**src/rtl/counter_sequencer.sv**
```systemverilog
// Command sequencer: queues {dir, len} commands in a 2-entry FIFO and steps a 3-bit up/down counter.
// Optional SEQ_SAT_GUARD_EN aborts a run before the driven counter would wrap.
module counter_sequencer #(
  parameter int unsigned LEN_W = 4
) (
  input  logic             clk,
  input  logic             rst,
  input  logic             cmd_valid,
  output logic             cmd_ready,
  input  logic             cmd_dir,
  input  logic [LEN_W-1:0] cmd_len,
  input  logic             pause,
  input  logic [2:0]       cnt_value,
  output logic             cnt_en,
  output logic             up_down,
  output logic             busy,
  output logic             done,
  output logic [LEN_W-1:0] steps_left,
  output logic             sat
);

  localparam int unsigned DEPTH = 2;
  localparam int unsigned CNT_W = 2;

  typedef struct packed {
    logic             dir;
    logic [LEN_W-1:0] len;
  } cmd_t;

  typedef enum logic [1:0] {
    S_IDLE,
    S_RUN,
    S_PAUSE,
    S_DONE
  } state_t;

  state_t           state;
  state_t           state_nxt;
  logic [LEN_W-1:0] steps_nxt;
  logic             up_down_nxt;
  logic             done_nxt;
  logic             sat_nxt;
  logic             sat_hit;

  cmd_t             fifo_mem [DEPTH];
  cmd_t             head;
  logic             wr_ptr;
  logic             rd_ptr;
  logic [CNT_W-1:0] fifo_cnt;
  logic             fifo_full;
  logic             fifo_empty;
  logic             push;
  logic             pop;

  // Command FIFO: no bypass, so a freshly pushed command is seen by IDLE one cycle later
  assign fifo_full  = (fifo_cnt == CNT_W'(DEPTH));
  assign fifo_empty = (fifo_cnt == '0);
  assign cmd_ready  = !fifo_full && !rst;
  assign push       = cmd_valid && cmd_ready;
  assign head       = fifo_mem[rd_ptr];

  always_ff @(posedge clk) begin
    if (push) begin
      fifo_mem[wr_ptr] <= cmd_t'{dir: cmd_dir, len: cmd_len};
    end
  end

  always_ff @(posedge clk) begin
    if (rst) begin
      wr_ptr   <= 1'b0;
      rd_ptr   <= 1'b0;
      fifo_cnt <= '0;
    end else begin
      if (push) begin
        wr_ptr <= !wr_ptr;
      end
      if (pop) begin
        rd_ptr <= !rd_ptr;
      end
      if (push && !pop) begin
        fifo_cnt <= fifo_cnt + CNT_W'(1);
      end else if (pop && !push) begin
        fifo_cnt <= fifo_cnt - CNT_W'(1);
      end
    end
  end

`ifdef SEQ_SAT_GUARD_EN
  // Stop before the counter would wrap past its end in the active direction
  assign sat_hit = up_down ? (cnt_value == 3'd7) : (cnt_value == 3'd0);
`else
  logic unused_cnt_value;
  assign unused_cnt_value = ^cnt_value;
  assign sat_hit          = 1'b0;
`endif

  // Next-state, FIFO pop and combinational strobes
  always_comb begin
    state_nxt   = state;
    steps_nxt   = steps_left;
    up_down_nxt = up_down;
    done_nxt    = 1'b0;
    sat_nxt     = 1'b0;
    pop         = 1'b0;
    cnt_en      = 1'b0;
    busy        = 1'b0;

    unique case (state)
      S_IDLE: begin
        if (!fifo_empty) begin
          pop         = 1'b1;
          up_down_nxt = head.dir;
          steps_nxt   = head.len;
          if (head.len == '0) begin
            state_nxt = S_DONE;
            done_nxt  = 1'b1;
          end else begin
            state_nxt = S_RUN;
          end
        end
      end
      S_RUN: begin
        busy = !rst;
        if (sat_hit) begin
          state_nxt = S_DONE;
          done_nxt  = 1'b1;
          sat_nxt   = 1'b1;
        end else if (pause) begin
          state_nxt = S_PAUSE;
        end else begin
          cnt_en    = !rst;
          steps_nxt = steps_left - LEN_W'(1);
          if (steps_left == LEN_W'(1)) begin
            state_nxt = S_DONE;
            done_nxt  = 1'b1;
          end
        end
      end
      S_PAUSE: begin
        busy = !rst;
        if (!pause) begin
          state_nxt = S_RUN;
        end
      end
      S_DONE: begin
        state_nxt = S_IDLE;
      end
      default: begin
        state_nxt = S_IDLE;
      end
    endcase
  end

  always_ff @(posedge clk) begin
    if (rst) begin
      state      <= S_IDLE;
      steps_left <= '0;
      up_down    <= 1'b0;
      done       <= 1'b0;
      sat        <= 1'b0;
    end else begin
      state      <= state_nxt;
      steps_left <= steps_nxt;
      up_down    <= up_down_nxt;
      done       <= done_nxt;
      sat        <= sat_nxt;
    end
  end

endmodule

```
**config.mk**
```make
export PLATFORM = sky130hd
export DESIGN_NAME = counter_sequencer
export DESIGN_NICKNAME = d
export VERILOG_FILES = /design/src/rtl/counter_sequencer.sv
export SDC_FILE = /design/constraint.sdc
export NUM_CORES = 1
export LEC_CHECK = 0
export CAP_MARGIN = 40
export CORE_AREA = 2 2 53 55
export CTS_CLUSTER_SIZE = 16
export DETAILED_ROUTE_END_ITERATION = 8
export DIE_AREA = 0 0 55 57
export GPL_ROUTABILITY_DRIVEN = 1
export PLACE_DENSITY_LB_ADDON = 0.1
export SYNTH_ARGS = -nofsm -noshare
export SYNTH_HDL_FRONTEND = slang
export SYNTH_SLANG_ARGS = --single-unit
```
**constraint.sdc**
```tcl
create_clock -name clk -period 2 [get_ports clk]
set_input_delay 0.6 -clock clk [delete_from_list [all_inputs] [get_ports clk]]
set_output_delay 0.6 -clock clk [all_outputs]
set_load 0.005 [all_outputs]
```
==> Yosys cells after proc, flatten, opt, wreduce, memory -nomap -nowiden <==
Memory sizes are Yosys's and may differ from the RTL's. A register that Yosys moved wholly into a read port is not among the register bits.
Cells that the tools add are included.
Widths: inputs -> output; s select.
{ "totals": {"reg_bits": 12, "ramBits": 10, "memories": 1} }
{ "classes": {"add_sub_neg": 3, "n_eq_ne": 9, "muxes": 25, "bitwise_logic": 1, "n_reduce_logical": 19} }
{ "mem_list": {"columns": ["name", "words", "word_bits", "read_ports", "rd_ports_with_merged_regs", "write_ports", "line", "rtl"], "rows": [
  ["fifo_mem", 2, 5, 1, 1, 1, "45", "cmd_t fifo_mem [DEPTH];"]
]} }
{ "op_table": {"columns": ["op", "n"], "rows": [
  ["$mux 2", 7],
  ["$mux 1", 13],
  ["$mux 4", 2],
  ["$pmux 2 s4", 1],
  ["$pmux 4 s2", 1],
  ["$eq 2x2->1 const B", 3],
  ["$logic_not 1->1", 6],
  ["$ne 2x2->1 const B", 3],
  ["$reduce_and 3->1", 2],
  ["$eq 4x1->1 const B", 1],
  ["$logic_and 1x1->1", 4],
  ["$logic_not 2->1", 2],
  ["$logic_not 4->1", 1],
  ["$reduce_bool 2->1", 2],
  ["$sub 4x1->4 const B", 1],
  ["$ne 3x3->1 const B", 1],
  ["$add 2x1->2 const B", 1],
  ["$eq 2x1->1 const B", 1],
  ["$pmux 1 s2", 1],
  ["$reduce_and 2->1", 1],
  ["$reduce_or 2->1", 1],
  ["$sub 2x1->2 const B", 1],
  ["$not 1->1", 1]
]} }

==> Depth between registers and ports, before layout <==
Gate-level depths: netlist of run 1.
{ "logic_depth": {"ltp_word": 8, "ltp_mapped": 9, "mapped_depth_nobuf": 9} }

==> Worst setup path after synthesis of run 1 <==
No wires, ideal clock.
{ "synth_timing": {"kind": "input -> register", "startpoint": "in rst", "endpoint": "reg fifo_cnt[1]", "arrival_time_ps": 1911, "t_required_ps": 1929, "setup_slack_ps": 19, "stages": 5, "path_buffers": 1, "path_cell_list": "clkbuf_1 -> a211oi_1 -> ha_1 -> or3_1 -> a21oi_1"} }
{ "synth_via": {"elab_chain_len": 6, "elab_cells_between_ends": 8} }
{ "synth_rtl": {"columns": ["item", "line", "rtl"], "rows": [
  ["from (decl)", "7", "input logic rst,"],
  ["$logic_not 1->1 *", "58", "assign cmd_ready = !fifo_full && !rst;"],
  ["$logic_and 1x1->1 *", "58", null],
  ["$logic_and 1x1->1 *", "59", "assign push = cmd_valid && cmd_ready;"],
  ["via push", "52", "logic push;"],
  ["$logic_not 1->1", "82", "end else if (pop && !push) begin"],
  ["$logic_and 1x1->1", "82", null],
  ["$reduce_bool 2->1 (no source line)", null, null],
  ["to (signal assigned)", "81", "fifo_cnt <= fifo_cnt + CNT_W'(1);"],
  ["to (signal assigned)", "83", "fifo_cnt <= fifo_cnt - CNT_W'(1);"],
  ["to (decl)", "49", "logic [CNT_W-1:0] fifo_cnt;"]
]} }
The timed path passes the listed nets; every way through them passes the cells marked *.
A chain may end at the register's enable or synchronous reset.

==> Worst setup path after layout of run 1 <==
{ "layout_timing": {"startpoint": "reg state[0]", "endpoint": "out cnt_en"} }
{ "layout_via": {"elab_chain_len": 2} }
{ "layout_rtl": {"columns": ["item", "line", "rtl"], "rows": [
  ["from (decl)", "37", "state_t state;"],
  ["from (signal assigned)", "162", "state <= state_nxt;"],
  ["$eq 2x1->1", "108", "unique case (state)"],
  ["$mux 1", "108", null],
  ["to (decl)", "14", "output logic cnt_en,"]
]} }
No other way between the ends.

==> results.sh, run 1 <==
export IMPL_peakVddDrop_v=0.000748
export IMPL_ff2ff_path_depth=8
export IMPL_dp_cells=162
export IMPL_wl_per_cell_um=12.7
export IMPL_min_from="steps_left[1]"
export IMPL_port_buffers=17
export IMPL_crit_reg2reg_launch="state[1]"
export IMPL_cts_buffers=3
export IMPL_yosys_cell_types_count=31
export IMPL_whs_path_depth=2
export IMPL_powerDensity_mw_per_mm2=1340
export IMPL_die_area_mm2=0.00314
export IMPL_grt_pass1_wl_um=3680
export IMPL_clk_path_buf_depth=2
export IMPL_rsz0062_at_grt="yes"
export IMPL_clk_latency_ps=310
export IMPL_skew_ps=7.27
export IMPL_first_pass_iters=4
export IMPL_hpwl_um=1590
export IMPL_synthCells=109
export IMPL_finalCritPeriodShare_pct=98.1
export IMPL_fin_tns_setup_ps=0
export IMPL_cts_tree="done"
export IMPL_diodes=0
export IMPL_die_h_um=57
export IMPL_p_leak_nw=0.554
export IMPL_synth_flop_cell="dfxtp_1"
export IMPL_hold_viol=0
export IMPL_cp_end_kind="output pin"
export IMPL_row_count=19
export IMPL_status="finished clean"
export IMPL_nFillCells=255
export IMPL_setup_viol=0
export IMPL_crit_arrival_ps=1360
export IMPL_async_flop_share_pct=0
export IMPL_antenna_found_initial=0
export IMPL_syn_area_mm2=0.00111
export IMPL_routed_wl_um=2130
export IMPL_drv_slew=0
export IMPL_num_nets_final=156
export IMPL_io_pins=22
export IMPL_hp_class="register to register"
export IMPL_fin_cells=168
export IMPL_layout_drive_gt1_share_pct=19.7
export IMPL_cp_required_ps=1400
export IMPL_ys_seq_area_share_pct=50.4
export IMPL_gr_total_overflow=0
export IMPL_post_place_ws_ps=-433
export IMPL_drv_cap=0
export IMPL_core_mm2=0.00262
export IMPL_worst_setup_path_type="register to output pin"
export IMPL_htreeDepth=1
export IMPL_ys_seq_elements=23
export IMPL_fmaxAchievable_ghz=0.510
export IMPL_vias_per_cell=5.10
export IMPL_ys_warn_count=0
export IMPL_start_util_pct=42.5
export IMPL_drc_errors=0
export IMPL_crit_path_start_kind="register"
export IMPL_ff2ff_setup_slack_ps=120
export IMPL_clkTransAtPathRegs_ps=140
export IMPL_min_period_ps=1960
export IMPL_final_area_mm2=0.00144
export IMPL_track_usage_pct=16.3
export IMPL_cts_root_buf="clkbuf_4"
export IMPL_vias=856
export IMPL_min_to="steps_left[1]"
export IMPL_crit_fanout=2
export IMPL_grt_start_max_net_pins=15
export IMPL_drtAntennaViolNets=0
export IMPL_setup_slack_ps=39.0
export IMPL_first_global_vias=857
export IMPL_cts_sinks=23
export IMPL_synth_enable_flop_cells=10
export IMPL_place_area_mm2=0.00137
export IMPL_die_w_um=55
export IMPL_place_gp_congestion=0.741
export IMPL_drt_iter0_drc=24
export IMPL_syn2layout_area_growth_pct=29.0
export IMPL_syn_nets=127
export IMPL_final_core_util_pct=54.9
export IMPL_syn_area_per_cell_um2=10.2
export IMPL_timing_rr_end="fifo_cnt[1]"
## through the flow
stage	hold slack [ps]	power, W
2_1_floorplan	472	0.00129
3_3_place_gp	492	0.00164
3_5_place_dp	505	0.00167
4_1_cts	529	0.00192
5_1_grt	553	0.00210
6_report	525	0.00193
## critical path, cell delays in order, from the launching register on
cell     delay (ps)
dfxtp_2         350
buf_6           120
ha_4            150
nor2b_2         150
nor2b_2         150
buf_2           130
## cell type report
cell class	instances	area, um2	area share (%)
sequential	23	563	39.2
multi-input combinational	73	523	36.4
timing repair buffer	29	250	17.4
tap	31	38.8	2.70
inverter	8	30.0	2.09
clock buffer	3	22.5	1.57
clock inverter	1	7.51	0.523
## flip-flops by register name, summed over array words and instances, names as in the netlist, named ones only
name / flops
state: 2
fifo_mem: 10
done: 1
rd_ptr: 1
up_down: 1
fifo_cnt: 2
steps_left: 4
wr_ptr: 1
## placed cells by master (no fill, tap or decap), types with 4 or more instances in the layout
cell and instances:
edfxtp_1 10, mux2i_1 7, ha_1 4, o21ai_0 4
a21oi_1 7, nor2_1 12, clkdlybuf4s50_1 12, nand2_1 5
buf_4 11, dfxtp_1 11, nor3_1 4, inv_1 8
## cells by family (layout without fill, tap and decap cells)
group                    after synthesis  count (layout)  synth area share [%]
other                                  1               1                 0.337
AO/OA/AOI/OAI                         21              21                  12.8
XOR/XNOR                               4               4                  3.15
flip-flops                            23              23                  50.4
buffers and inverters                 13              41                  4.84
multiplexers                           7               7                  6.30
adder cells (fa/ha/maj)                6               6                  6.75
AND/OR/NAND/NOR                       34              34                  15.4
## power by group
group | total, W | switching [W] | internal (W)
registers | 0.000721 | 0.000115 | 0.000606
logic | 0.000981 | 0.000465 | 0.000516
clock network | 0.000224 | 0.000147 | 0.0000763
total | 0.00193 | 0.000727 | 0.00120
## cells in the mapped netlist (all sizes together), types with 4 or more instances
library cell / instances / area, um2
nor3: 4 / 20.0
o21ai: 4 / 20.0
a211oi: 4 / 30.0
edfxtp: 10 / 300
nor2: 12 / 45.0
mux2i: 7 / 70.1
inv: 8 / 30.0
dfxtp: 13 / 260
nand2: 5 / 18.8
nor2b: 5 / 31.3
ha: 6 / 75.1
a21oi: 7 / 35.0
## layer usage
metal,vias up,track usage (%),routed length (um)
li1,437,-,-
met1,401,20.0,979
met2,16,27.0,1060
met3,2,5.50,83
met4,0,4.18,16
met5,-,0,0
## what timing repair did
action,CTS,global route
setup buffers,2,0
endpoints found under the setup margin,4,3
resized for setup,14,5
hold buffers,0,0
## worst max path at each step
stage / from / to / slack (ps) / cells past startpoint
CTS: state[0] / cnt_en / 20 / 5
floorplan: rst / fifo_cnt[1] / 20 / 5
global placement: pause / cnt_en / -400 / 4
finish: state[0] / cnt_en / 40 / 5
global route: state[1] / cnt_en / -50 / 5
detailed placement: pause / cnt_en / -430 / 4
Note: power is estimated with default switching activity, not from simulation.
==> inputs of run 2 (changes only) <==
--- a/config.mk
+++ b/config.mk
@@ -6,10 +6,11 @@
 export NUM_CORES = 1
 export LEC_CHECK = 0
 export CAP_MARGIN = 40
-export CORE_AREA = 2 2 53 55
+export CORE_AREA = 2 2 51 53
+export CTS_CLUSTER_DIAMETER = 80
 export CTS_CLUSTER_SIZE = 16
 export DETAILED_ROUTE_END_ITERATION = 8
-export DIE_AREA = 0 0 55 57
+export DIE_AREA = 0 0 53 55
 export GPL_ROUTABILITY_DRIVEN = 1
 export PLACE_DENSITY_LB_ADDON = 0.1
 export SYNTH_ARGS = -nofsm -noshare
==> constraint.sdc (replaced) <==
create_clock -name clk -period 2.5 [get_ports clk]
set_input_delay 0.75 -clock clk [delete_from_list [all_inputs] [get_ports clk]]
set_output_delay 0.75 -clock clk [all_outputs]
set_load 0.005 [all_outputs]
==> run 2 against run 1 <==
Critical path depth decreased by 2. Sequential power decreased by 20%. Count of clock-buffer cells in the layout increased by 1. Critical path type is now input port to output pin. Clock power decreased by 27%. Combinational power decreased by 28%. Sequential share of layout area increased by 1.1 points. Total power decreased by 25%.
==> results.sh, run 2 (same netlist as run 1, synthesis figures left out) <==
export IMPL_path_cells="dlygate4sd2_1, a21oi_2, clkdlybuf4s50_1"
export IMPL_powerDensity_mw_per_mm2=1040
export IMPL_cp_end_kind="output pin"
export IMPL_place_gp_congestion=0.871
export IMPL_skew_ps=4.95
export IMPL_cts_tree="done"
export IMPL_status="finished clean"
export IMPL_cp_required_ps=1750
export IMPL_antenna_found_initial=0
export IMPL_fin_cells=164
export IMPL_io_pins=22
export IMPL_p_leak_nw=0.552
export IMPL_cp_num_buf_inv=2
export IMPL_drv_cap=0
export IMPL_crit_family="buffers and inverters"
export IMPL_layout_drive_gt1_share_pct=12.7
export IMPL_finalCritPeriodShare_pct=96.7
export IMPL_post_place_ws_ps=-218
export IMPL_num_nets_final=153
export IMPL_clk_latency_ps=300
export IMPL_die_h_um=55
export IMPL_clkTransAtPathRegs_ps=110
export IMPL_seqPwrFrac_pct=39.9
export IMPL_peakVddDrop_v=0.000657
export IMPL_p_sw_w=0.000533
export IMPL_core_mm2=0.00236
export IMPL_final_cell_mix="14 x clkdlybuf4s50_1, 12 x nor2_1, 11 x dfxtp_1, 10 x edfxtp_1, 9 x buf_4"
export IMPL_slew_limit_headroom_pct=65.8
export IMPL_setup_slack_ps=81.5
export IMPL_syn2layout_area_growth_pct=25.5
export IMPL_grt_start_max_net_pins=14
export IMPL_max_slew_worst_pin_slew_ps=510
export IMPL_reg_top3="fifo_mem (10), steps_left (4)"
export IMPL_wl_per_cell_um=11.2
export IMPL_setup_viol=0
export IMPL_regMostFlops="fifo_mem"
export IMPL_p_clk_share_pct=11.2
export IMPL_cts_buffers=3
export IMPL_start_util_pct=47.0
export IMPL_intPower_w=0.000917
export IMPL_rsz0062_at_grt="no"
export IMPL_cts_root_buf="clkbuf_4"
export IMPL_crit_arrival_ps=1670
export IMPL_grt_pass1_wl_um=3360
export IMPL_port_buffers=17
export IMPL_hold_viol=0
export IMPL_vias_per_cell=5.07
export IMPL_die_area_mm2=0.00292
export IMPL_min_period_ps=2420
export IMPL_fmaxAchievable_ghz=0.413
export IMPL_first_global_vias=775
export IMPL_drt_iter0_drc=0
export IMPL_cp_slowest_cell="clkdlybuf4s50_1"
export IMPL_hp_class="register to register"
export IMPL_postCtsHoldBufs=0
export IMPL_gr_total_overflow=0
export IMPL_final_area_mm2=0.00140
export IMPL_track_usage_pct=16.2
export IMPL_netSwitchingFraction_pct=36.8
export IMPL_largest_reg_flops=10
export IMPL_drtAntennaViolNets=0
export IMPL_routed_wl_um=1840
export IMPL_place_area_mm2=0.00135
export IMPL_worst_setup_path_type="input port to output pin"
export IMPL_max_stage_delay_ps=510
export IMPL_crit_fanout=5
export IMPL_crit_path_start_kind="input port"
export IMPL_clk_path_buf_depth=2
export IMPL_diodes=0
export IMPL_p_comb_share_pct=48.9
export IMPL_layout_commonest_cell="clkdlybuf4s50_1"
export IMPL_drv_slew=0
export IMPL_cts_sinks=23
export IMPL_row_count=18
export IMPL_htreeDepth=1
export IMPL_die_w_um=53
export IMPL_dp_cells=158
export IMPL_first_pass_iters=1
export IMPL_drc_errors=0
export IMPL_hpwl_um=1460
export IMPL_vias=831
run 2: layout make-up:
type                    count  area (um2)
flip-flops and latches     23         563
multi-input cells          73         502
inverters                   8        30.0
clock buffers               4        26.3
fillers                   217         968
well taps                  30        37.5
repair buffers             26         238
run 2: tightest hold or removal path, delay by kind of cell, from the launching register on:
kind	cells	cell delay, ps
flip-flops	1	330
AND/OR/NAND/NOR	1	100
AO/OA/AOI/OAI	1	50
run 2: metrics by stage:
step	setup TNS, ps	hold slack, ps	power (W)	utilization (%)
4_1_cts	0	525	0.00145	58.4
3_3_place_gp	-1300	486	0.00127	57.0
2_1_floorplan	0	472	0.00103	-
3_5_place_dp	-1520	497	0.00128	57.0
5_1_grt	0	558	0.00161	59.0
6_report	0	516	0.00145	59.0
run 2: power groups by stage:
stage	Sequential, W	Combinational [W]	Clock (W)
6_report	0.000578	0.000710	0.000163
5_1_grt	0.000592	0.000828	0.000194
4_1_cts	0.000576	0.000704	0.000175
3_5_place_dp	0.000585	0.000698	0
3_3_place_gp	0.000579	0.000691	0
2_1_floorplan	0.000559	0.000473	0
run 2: layer usage:
metal	up-vias	GRT usage [%]	routed length (um)
met5	-	0	0
met4	0	8.97	40
met3	5	3.23	64
met2	14	27.9	946
met1	381	19.0	789
li1	431	-	-
run 2: what timing repair did:
item | 4_1_cts | 5_1_grt
setup endpoints to repair | 3 | 2
gates cloned | 0 | 0
endpoints found under the hold margin | 0 | 0
gates resized for setup | 2 | 4
setup buffers | 1 | 1
pin swaps | 0 | 0
run 2: path summary, 6_finish.rpt:
| check | startpoint | endpoint | slack, ps | cells past startpoint |
|---|---|---|---|---|
| max | rst | cmd_ready | 80 | 3 |
| min | up_down | up_down | 520 | 2 |
| max reg2reg | state[0] | fifo_cnt[1] | 450 | 8 |
| min reg2reg | up_down | up_down | 520 | 2 |
==> inputs of run 3 (changes only) <==
--- a/config.mk
+++ b/config.mk
@@ -6,11 +6,11 @@
 export NUM_CORES = 1
 export LEC_CHECK = 0
 export CAP_MARGIN = 40
-export CORE_AREA = 2 2 51 53
+export CORE_AREA = 2 2 53 55
 export CTS_CLUSTER_DIAMETER = 80
 export CTS_CLUSTER_SIZE = 16
 export DETAILED_ROUTE_END_ITERATION = 8
-export DIE_AREA = 0 0 53 55
+export DIE_AREA = 0 0 55 57
 export GPL_ROUTABILITY_DRIVEN = 1
 export PLACE_DENSITY_LB_ADDON = 0.1
 export SYNTH_ARGS = -nofsm -noshare
==> constraint.sdc (replaced) <==
create_clock -name clk -period 2.2 [get_ports clk]
set_input_delay 0.66 -clock clk [delete_from_list [all_inputs] [get_ports clk]]
set_output_delay 0.66 -clock clk [all_outputs]
set_load 0.005 [all_outputs]
==> run 3 against run 2 <==
Register-to-register slack got worse by 100 ps. Cell count is 2.4% higher. Largest cell class unchanged. Largest power group unchanged. Via count rose by 3.5%. Clock power grew 15%. Non-clock buffer count grew 3. Cell area grew 1.8%. Die area increased by 7.5%. Critical path depth up 2. Combinational power up 22%. Clock skew down 0.91 ps.
==> results.sh, run 3 (same netlist as run 1, synthesis figures left out) <==
export IMPL_status="finished clean"
export IMPL_cp_end_kind="output pin"
export IMPL_drc_errors=0
export IMPL_min_from="rd_ptr"
export IMPL_seq_area_um2=563
export IMPL_place_area_mm2=0.00137
export IMPL_hold_viol=0
export IMPL_first_pass_iters=4
export IMPL_ff2ff_setup_slack_ps=350
export IMPL_finalCritPeriodShare_pct=95.0
export IMPL_powerDensity_mw_per_mm2=1200
export IMPL_p_sw_w=0.000633
export IMPL_regMostFlops="fifo_mem"
export IMPL_nFillCells=247
export IMPL_intPower_w=0.00108
export IMPL_min_to="rd_ptr"
export IMPL_ff2ff_path_depth=8
export IMPL_crit_arrival_ps=1430
export IMPL_layout_drive_gt1_share_pct=16.8
export IMPL_dp_cells=161
export IMPL_syn2layout_area_growth_pct=27.8
export IMPL_clk_path_buf_depth=2
export IMPL_hpwl_um=1550
export IMPL_first_global_vias=825
export IMPL_setup_slack_ps=110
export IMPL_num_nets_final=156
export IMPL_row_count=19
export IMPL_post_place_ws_ps=-368
export IMPL_die_area_mm2=0.00314
export IMPL_grt_pass1_wl_um=3510
export IMPL_die_w_um=55
export IMPL_drv_cap=0
export IMPL_final_area_mm2=0.00142
export IMPL_fmaxAchievable_ghz=0.479
export IMPL_gr_total_overflow=0
export IMPL_vias=860
export IMPL_p_comb_share_pct=50.7
export IMPL_rsz0062_at_grt="no"
export IMPL_timing_rr_end="fifo_cnt[1]"
export IMPL_seqPwrFrac_pct=38.3
export IMPL_cp_required_ps=1540
export IMPL_p_clk_share_pct=11.0
export IMPL_fin_cells=168
export IMPL_min_period_ps=2090
export IMPL_clk_latency_ps=300
export IMPL_skew_ps=4.04
export IMPL_place_gp_congestion=0.749
export IMPL_crit_fanout=2
export IMPL_wl_per_cell_um=12.2
export IMPL_diodes=0
export IMPL_worst_setup_path_type="register to output pin"
export IMPL_htreeDepth=1
export IMPL_whs_path_depth=2
export IMPL_port_buffers=17
export IMPL_peakVddDrop_v=0.000554
export IMPL_cts_root_buf="clkbuf_4"
export IMPL_total_power_w=0.00171
export IMPL_final_cell_mix="12 x nor2_1, 12 x clkdlybuf4s50_1, 12 x buf_4, 11 x dfxtp_1, 10 x edfxtp_1"
export IMPL_cts_tree="done"
export IMPL_cts_buffers=3
export IMPL_drtAntennaViolNets=0
export IMPL_routed_wl_um=2050
export IMPL_netSwitchingFraction_pct=37.0
export IMPL_hp_class="register to register"
export IMPL_clkTransAtPathRegs_ps=120
export IMPL_holdWs_ps=520
export IMPL_drv_slew=0
export IMPL_antenna_found_initial=0
export IMPL_p_leak_nw=0.554
export IMPL_crit_reg2reg_launch="state[0]"
export IMPL_vias_per_cell=5.12
export IMPL_cts_sinks=23
export IMPL_grt_start_max_net_pins=14
export IMPL_die_h_um=57
export IMPL_largest_reg_flops=10
export IMPL_setup_viol=0
export IMPL_io_pins=22
export IMPL_drt_iter0_drc=21
export IMPL_multi_input_area_um2=504
export IMPL_core_mm2=0.00262
export IMPL_crit_path_start_kind="register"
export IMPL_reg_top3="fifo_mem (10), steps_left (4)"
export IMPL_track_usage_pct=15.3
export IMPL_start_util_pct=42.5
## run 3: cell types whose count changed in the layout (fill, tap and decap cells not counted)
cell             delta
clkdlybuf4s50_1     -2
clkdlybuf4s15_2     +2
nor2b_2             +1
dlygate4sd2_1       +1
nor2b_1             -1
buf_4               +3
dlymetal6s2s_1      -1
## run 3: what timing repair did
item / in CTS / in global routing
resized for setup: 12 / 1
hold buffers: 0 / 0
setup buffers: 3 / 0
endpoints found under the setup margin: 3 / 1
## run 3: layout make-up
class | instances | area share [%]
flip-flops and latches | 23 | 39.6
multi-input cells | 73 | 35.5
repair buffers | 29 | 18.2
well taps | 31 | 2.73
inverters | 8 | 2.11
clock buffers | 4 | 1.85
## run 3: per-stage QoR
stage / setup TNS (ps) / utilization [%]
2_1_floorplan: 0 / -
3_3_place_gp: -2130 / 52.2
3_5_place_dp: -2200 / 52.2
4_1_cts: 0 / 54.3
5_1_grt: 0 / 54.4
6_report: 0 / 54.4
## run 3: routing by layer
metal | vias to the layer above | GRT usage [%] | part of all wire [%]
met5 | - | 0 | 0
met2 | 18 | 25.0 | 51
met3 | 2 | 3.14 | 4.0
met4 | 0 | 6.27 | 0.83
li1 | 437 | - | -
met1 | 403 | 19.5 | 45
## run 3: worst max-delay path by stage
stage               startpoint          end  slack (ps)  cells past startpoint
floorplan                  rst  fifo_cnt[1]         160                      5
global placement         pause       cnt_en        -320                      4
detailed placement         rst    cmd_ready        -370                      3
CTS                   state[0]       cnt_en         100                      5
global route          state[0]       cnt_en          10                      5
finish                state[0]       cnt_en         110                      5
## run 3: power groups by stage
stage	combinational [W]	clock, W	sequential (W)
6_report	0.000868	0.000188	0.000656
2_1_floorplan	0.000537	0	0.000635
3_3_place_gp	0.000823	0	0.000660
4_1_cts	0.000868	0.000197	0.000656
3_5_place_dp	0.000838	0	0.000667
5_1_grt	0.000989	0.000220	0.000668
## run 3: critical path, stage by stage (launching register included)
cell             delay [ps]
dfxtp_2                 340
buf_4                   130
ha_1                    200
nor2b_2                 150
nor2b_1                 120
clkdlybuf4s15_2         200
